## src/rtl/seg_scan_driver.sv

```systemverilog
// Four-digit multiplexed 7-segment driver: scans a BCD word onto shared seg/anode pins,
// latching the word once per frame so digits never tear, and blinks the selected digit.
module seg_scan_driver #(
  parameter int REFRESH_DIV = 100000,
  parameter int BLINK_DIV   = 25000000,
  parameter bit ACTIVE_LOW  = 1'b1
) (
  input  logic        clk,
  input  logic        reset,
  input  logic        enable,
  input  logic [15:0] num,
  input  logic [3:0]  blink_sel,
  input  logic [3:0]  dp_mask,
  output logic [7:0]  seg,
  output logic [3:0]  anode,
  output logic        frame_tick
);

  localparam int RW = (REFRESH_DIV > 2) ? $clog2(REFRESH_DIV) : 1;
  localparam int BW = (BLINK_DIV > 2) ? $clog2(BLINK_DIV) : 1;

  localparam logic [7:0] SEG_OFF   = ACTIVE_LOW ? 8'hFF : 8'h00;
  localparam logic [3:0] ANODE_OFF = ACTIVE_LOW ? 4'hF : 4'h0;

  logic [RW-1:0] refresh_cnt;
  logic [1:0]    digit_idx;
  logic [BW-1:0] blink_cnt;
  logic          blink_phase;
  logic [15:0]   shadow_num;
  logic          load_pending;

  logic          refresh_wrap;
  logic          blink_wrap;
  logic          frame_start;
  logic [15:0]   cur_num;
  logic [3:0]    cur_digit;
  logic          blank_now;
  logic [7:0]    seg_ah;
  logic [3:0]    anode_ah;

  function automatic logic [6:0] bcd_to_seg(input logic [3:0] d);
    case (d)
      4'd0:    return 7'b0111111;
      4'd1:    return 7'b0000110;
      4'd2:    return 7'b1011011;
      4'd3:    return 7'b1001111;
      4'd4:    return 7'b1100110;
      4'd5:    return 7'b1101101;
      4'd6:    return 7'b1111101;
      4'd7:    return 7'b0000111;
      4'd8:    return 7'b1111111;
      4'd9:    return 7'b1101111;
      default: return 7'b0000000;
    endcase
  endfunction

  assign refresh_wrap = (refresh_cnt == RW'(REFRESH_DIV - 1));
  assign blink_wrap   = (blink_cnt == BW'(BLINK_DIV - 1));
  assign frame_start  = enable && refresh_wrap && (digit_idx == 2'd0);

  // The first cycle after reset displays num directly, so the opening frame is not all zeros.
  assign cur_num   = load_pending ? num : shadow_num;
  assign cur_digit = cur_num[{digit_idx, 2'b00} +: 4];
  assign blank_now = blink_phase && blink_sel[digit_idx];
  assign seg_ah    = {dp_mask[digit_idx], blank_now ? 7'b0000000 : bcd_to_seg(cur_digit)};
  assign anode_ah  = 4'b0001 << digit_idx;

  // NOTE: every register here uses non-blocking assignment so all flops update from
  // pre-edge values; blocking assignment would let later statements see new values.
  always_ff @(posedge clk) begin
    if (reset) begin
      refresh_cnt  <= '0;
      digit_idx    <= 2'd3;
      blink_cnt    <= '0;
      blink_phase  <= 1'b0;
      shadow_num   <= 16'h0000;
      load_pending <= 1'b1;
      frame_tick   <= 1'b0;
      seg          <= SEG_OFF;
      anode        <= ANODE_OFF;
    end else begin
      load_pending <= 1'b0;
      frame_tick   <= enable && (load_pending || (refresh_wrap && digit_idx == 2'd0));
      if (load_pending || frame_start)
        shadow_num <= num;

      if (enable) begin
        refresh_cnt <= refresh_wrap ? '0 : refresh_cnt + RW'(1);
        if (refresh_wrap)
          digit_idx <= digit_idx - 2'd1;
        blink_cnt <= blink_wrap ? '0 : blink_cnt + BW'(1);
        if (blink_wrap)
          blink_phase <= ~blink_phase;
        seg   <= seg_ah ^ {8{ACTIVE_LOW}};
        anode <= anode_ah ^ {4{ACTIVE_LOW}};
      end else begin
        seg   <= SEG_OFF;
        anode <= ANODE_OFF;
      end
    end
  end

endmodule

```

## config.mk

```make
export PLATFORM = sky130hd
export DESIGN_NAME = seg_scan_driver
export DESIGN_NICKNAME = d
export VERILOG_FILES = /design/src/rtl/seg_scan_driver.sv
export SDC_FILE = /design/constraint.sdc
export NUM_CORES = 1
export LEC_CHECK = 0
export BUFFER_PORTS_ARGS = -buffer_cell sky130_fd_sc_hd__buf_4
export CAP_MARGIN = 10
export CORE_ASPECT_RATIO = 1.75
export CORE_MARGIN = 2
export CORE_UTILIZATION = 48
export CTS_CLUSTER_SIZE = 12
export DETAILED_ROUTE_END_ITERATION = 10
export MAX_ROUTING_LAYER = met4
export PLACE_DENSITY = 0.76
export SLEW_MARGIN = 5
export SYNTH_ARGS = -nofsm -noshare
export SYNTH_HDL_FRONTEND = slang
export SYNTH_SLANG_ARGS = --single-unit
export TNS_END_PERCENT = 1
```

## constraint.sdc

```tcl
create_clock -name clk -period 3.15 [get_ports clk]
set_input_delay 0.63 -clock clk [delete_from_list [all_inputs] [get_ports clk]]
set_output_delay 0.63 -clock clk [all_outputs]
set_load 0.05 [all_outputs]
```

# Yosys cells after proc, flatten, opt, wreduce, memory -nomap -nowiden
# Memories as Yosys holds them, arrays and structs flattened.
# Cells that the tools add are included.
[word_totals]
reg_bits = 75
mem_bits_ro = 112
output_inout_bits = 13
elab_cells = 42
n_memories = 1
[classes]
addsub = 3
n_lt_le_gt_ge = 1
n_eq_ne = 2
n_shift = 2
mux = 9
bitwise = 4
reduce_logical = 11
[mem_list]
columns = ["memory", "words", "word_bits", "rd", "rd_clocked_by_memory_dff", "wr", "line", "rtl"]
rows = [
  ["(no name shown)", 16, 7, 1, 0, 0, "42", "case (d)"],
]
[ops]
columns = ["op", "n"]
rows = [
  ["adder 25 x 1 -> 25 bit (second input constant)", 1],
  ["equality test 25 bit (second input constant)", 1],
  ["2-to-1 mux 25 bit", 1],
  ["adder 17 x 1 -> 17 bit (second input constant)", 1],
  ["equality test 17 bit (second input constant)", 1],
  ["2-to-1 mux 17 bit", 1],
  ["2-to-1 mux 16 bit", 1],
  ["variable part select 16 x 5 -> 4 bit", 1],
  ["NOT 8 bit", 1],
  ["2-to-1 mux 7 bit", 1],
  ["logical AND 1 bit", 5],
  ["binary-select mux 1 bit (select 2 bit)", 2],
  ["NOT 4 bit", 1],
  ["AND reduction 2 bit", 2],
  ["left shift 1 x 2 -> 4 bit (first input constant)", 1],
  ["< comparator 2 x 3 -> 1 bit (second input constant)", 1],
  ["2-to-1 mux 1 bit", 3],
  ["logical NOT 2 bit", 1],
  ["logical OR 1 bit", 2],
  ["NOT 1 bit", 2],
  ["OR reduction 2 bit", 1],
  ["subtractor 2 x 1 -> 2 bit (second input constant)", 1],
]

# Logic depth before layout (Yosys ltp)
[depth]
depth_word = 5
ltp_mapped = 10
mapped_depth_nobuf = 9

# Worst setup path before layout
# OpenSTA, ideal clock, no wires.
[synth_path]
path_kind = "input port to flip-flop"
from = "input port num[5]"
to = "register seg[5]"
setup_ns = 0.131
t_arrival_ns = 1.986
required_ns = 3.019
slack_ns = 1.032
cell_stages = 8
n_path_buf = 0
path_cell_list = "mux4_2 > nand2_1 > and2_1 > inv_2 > ha_1 > or2_1 > a21oi_1 > o21ai_1"
[synth_via]
elab_chain_cells = 5
[synth_rtl]
columns = ["item", "line", "rtl"]
rows = [
  ["from (decl)", "11", "input logic [15:0] num,"],
  ["2-to-1 mux 16 bit", "62", "assign cur_num = load_pending ? num : shadow_num;"],
  ["variable part select 16 x 5 -> 4 bit", "63", "assign cur_digit = cur_num[{digit_idx, 2'b00} +: 4];"],
  ["memory (16 x 7 bit)", "n/a", ""],
  ["2-to-1 mux 7 bit", "65", "assign seg_ah = {dp_mask[digit_idx], blank_now ? 7'b0000000 : bcd_to_seg(cur_digit)};"],
  ["NOT 8 bit (no line)", "n/a", ""],
  ["to (signal assigned)", "94", "seg <= seg_ah ^ {8{ACTIVE_LOW}};"],
  ["to (decl)", "14", "output logic [7:0] seg,"],
]
# Every way passes these cells.
# A chain may end at the register's enable or synchronous reset.

# Worst setup path after layout
[layout_path]
from = "register load_pending"
to = "register seg[5]"
[layout_via]
elab_chain_cells = 5
[layout_rtl]
columns = ["item", "line", "rtl"]
rows = [
  ["from (decl)", "30", "logic load_pending;"],
  ["from (signal assigned)", "77", "load_pending <= 1'b1;"],
  ["from (signal assigned)", "82", "load_pending <= 1'b0;"],
  ["2-to-1 mux 16 bit", "62", ""],
  ["variable part select 16 x 5 -> 4 bit", "63", ""],
  ["memory (16 x 7 bit)", "n/a", ""],
  ["2-to-1 mux 7 bit", "65", ""],
  ["NOT 8 bit (no line)", "n/a", ""],
]
# Every way passes these cells.

==> results.md <==
- GRT Util Overall: 0.1965
- Slew Limit Fails: 0
- Adder-Cell Fraction of Synth Area: 0.03897
- Hold Path Class: flip-flop to flip-flop
- Top cell type's share of synthesized area: 0.4251
- Post-synthesis xor/xnor area fraction: 0.1017
- Post-synth EDFFs: 0
- Rows: 41
- Critical Path AT: 2.60 ns
- Vias in the first global route: 2,751
- Setup TNS: 0 ns
- Maximum VDD drop: 283.6 uV
- Final worst slack: 0.7628 ns
- Die ar.: 8088 um2
- Layout cells sized above 1: 0.1980
- Max Fclk: 418.9 MHz
- Clock slew at reported path FFs: 0.05 ns
- CP max FO: 9
- Mapped cell area: 3532 um2
- Largest net degree at the start of global routing: 26
- CORE AREA: 7182 um2
- Final Power: 2.175 mW
- Dpl ws: 0.7146 ns
- # Post-CTS Setup Buffers: 0
- Top-Level Pins: 40
- CP Class: flip-flop to flip-flop
- Outcome: finished, final reports clean
- CP max stage delay: 0.66 ns
- Crit path capture type: flip-flop
- CTS buffer count: 9
- Leakage Power: 1.655 nW
- Compound-Gate Fraction of Synth Area: 0.02692
- Yosys cell types: 43
- Worst-case clock buffer depth: 2
- Fraction of synthesized area in multiplexers: 0.1321
- Post-synth ARST share: 0
- RSZ-0062 raised after global routing: false
- GRT Max-Usage Layer: met2
- Drt wl/cell: 13.80 um
- Period minus WS final: 2.387 ns
- Ys Warns: 0
- Slew HR: 0.5810
- DP HPWL: 4859 um
- Hold depth: 2
- Chip width: 68.85 um
- Non-Filler Instances: 495
- Simple-gate share of the synthesized area: 0.2349
- #FFs+latches synth: 75
- Clock sink total: 75
- H-tree depth: 3
- Sequential area share after synthesis: 0.4251
- Crit path cell chain: mux4_2 > nand2_1 > and2_1 > inv_2 > ha_1 > or2_1 > a21oi_1 > o21ai_1
- Nets: 442
- Grt ovf: 0
- Antenna Nets Post-Route: 0
- Final cycle utilization of the critical path: 0.7578
- Setup Viol. Count Final: 0
- GR Util met2: 0.3329
- Worst Setup Start Kind: flip-flop
- Post-Place Cells: 479
- Cell area after layout: 4158 um2
- Avg Cell Area, Syn: 9.651 um2
- I/O Buffers: 39
- Final wirelength: 6830 um
- Worst path slowest cell: dfxtp_1
- Least-Margin Pin Slew: 0.6266 ns
- Largest family of logic cells by synthesized area: simple AND/OR/NAND/NOR gates
- Max_cap viols: 0
- Drt initial violations: 163
- Clk_skew: 0.007281 ns
- Layout fillers: 650
- Syn_nets: 404
- Reg2reg path depth: 8
- Met1 Track Usage GR: 0.1975
- Power density over cell area: 523.0 nW/um2
- PostCTS Resize Cnt: 0
- Antenna fix cells: 0
- Die Height: 117.5 um
- Main synth FF type: dfxtp_1
- CTS tree: done
- Cell taking the most area after synthesis: dfxtp_1
- CP required: 3.37 ns
- Placed cell area: 3865 um2
- Vias after detailed routing: 2,657
- Met3 GRT Util: 0.04302
- TritonRoute pass-1 iters: 4
- DRC viols: 0
- Starting Density: 0.4918
- Cell count after synthesis: 366
- Global-route wire length before repair: 11,800 um
- Clk_lat worst skew: 0.34 ns
- Initial antenna violation count: 0
- Layout area overhead: 17.71%
- Clock root buffer: clkbuf_16
- Placer Congestion: 0.8108
- Hold-fix buffers, CTS: 0
- Synth top area cells: dfxtp_1, nor2_1, xnor2_1
- Vias per inst: 5.368
- Final hold vios: 0
==> flip-flops by register name (all words and copies together) (netlist names) <==
name and flops:
digit_idx 2, blink_cnt 25, frame_tick 1, seg 8
refresh_cnt 17, blink_phase 1, shadow_num 16, anode 4
load_pending 1
==> critical path, delay by kind of cell, from the launching register on <==
kind | cells | cell delay (ns)
adder cells (fa/ha/maj) | 1 | 0.22
buffers and inverters | 1 | 0.08
AO/OA/AOI/OAI | 2 | 0.19
flip-flops | 1 | 0.66
multiplexers | 1 | 0.58
AND/OR/NAND/NOR | 3 | 0.53
==> report_power, final <==
part	leakage [nW]	switching, mW	total [mW]	internal (mW)
Clock	0.146	0.377	0.995	0.618
Sequential	0.611	0.0156	0.991	0.976
Combinational	0.899	0.100	0.188	0.0881
Total	1.66	0.493	2.17	1.68
==> placed cells by master (no fill, tap or decap), types with 2 or more instances in the layout <==
cell type	instances
o21a_1	2
clkbuf_16	9
a21oi_1	2
clkbuf_1	2
or2_1	5
and2_1	7
nand3_1	11
nor2b_1	2
nand2_1	26
ha_1	11
xnor2_1	24
nor2_1	70
o21ai_1	4
inv_1	9
and3_1	6
nor3_1	7
nor4_1	7
xor2_1	17
mux4_2	9
mux2i_1	20
buf_4	44
nor4_2	5
and4_1	2
clkbuf_8	4
nand4_1	11
dfxtp_1	75
==> cell families (layout without fill, tap and decap cells) <==
kind of cell / count (synthesis) / count (layout)
adders and majority gates: 11 / 11
muxes: 32 / 32
xor gates and xnor gates: 41 / 41
buffers and inverters: 27 / 70
AOI/OAI and AO/OA: 14 / 14
and+or+nand+nor: 166 / 166
DFF: 75 / 75
==> path summary, 6_finish.rpt <==
kind | startpoint | endpoint | slack, ns
worst max-delay path | load_pending | seg[5] | 0.76
worst min-delay path | shadow_num[4] | shadow_num[4] | 0.49
worst max register to register | load_pending | seg[5] | 0.76
worst min register to register | shadow_num[4] | shadow_num[4] | 0.49
==> stage by stage <==
| stage | util | hold WS, ns |
|---|---|---|
| floorplan | - | 0.4517 |
| global placement | 0.5382 | 0.4666 |
| detailed placement | 0.5382 | 0.4806 |
| CTS | 0.5789 | 0.4932 |
| global route | 0.5789 | 0.5190 |
| finish | 0.5789 | 0.4878 |
==> cell usage after synthesis, types with 3 or more instances <==
library cell,number
dfxtp_1,75
nor2_1,70
nand2_1,26
xnor2_1,24
mux2i_1,20
xor2_1,17
ha_1,11
nand3_1,11
nand4_1,11
buf_2,9
inv_1,9
mux4_2,9
and2_1,7
nor3_1,7
nor4_1,7
and3_1,6
nor4_2,5
or2_1,5
o21ai_1,4
buf_6,3
clkbuf_1,3
==> routing by layer <==
| metal | wire, um | up-vias |
|---|---|---|
| met5 | 0 | - |
| met1 | 2696 | 1271 |
| li1 | - | 1311 |
| met2 | 3615 | 55 |
| met3 | 264 | 20 |
| met4 | 254 | 0 |
==> area by class of cell <==
class / count / area [um2] / area share
Timing Repair Buffer: 44 / 330.3 / 0.07945
Clock inverter: 1 / 5.005 / 0.001204
Clock buffer: 15 / 287.8 / 0.06921
Multi-Input combinational cell: 264 / 1888 / 0.4541
Inverter: 10 / 37.54 / 0.009028
Tap cell: 86 / 107.6 / 0.02588
Sequential cell: 75 / 1501 / 0.3611
No activity file was read; power rests on OpenSTA's default activity.
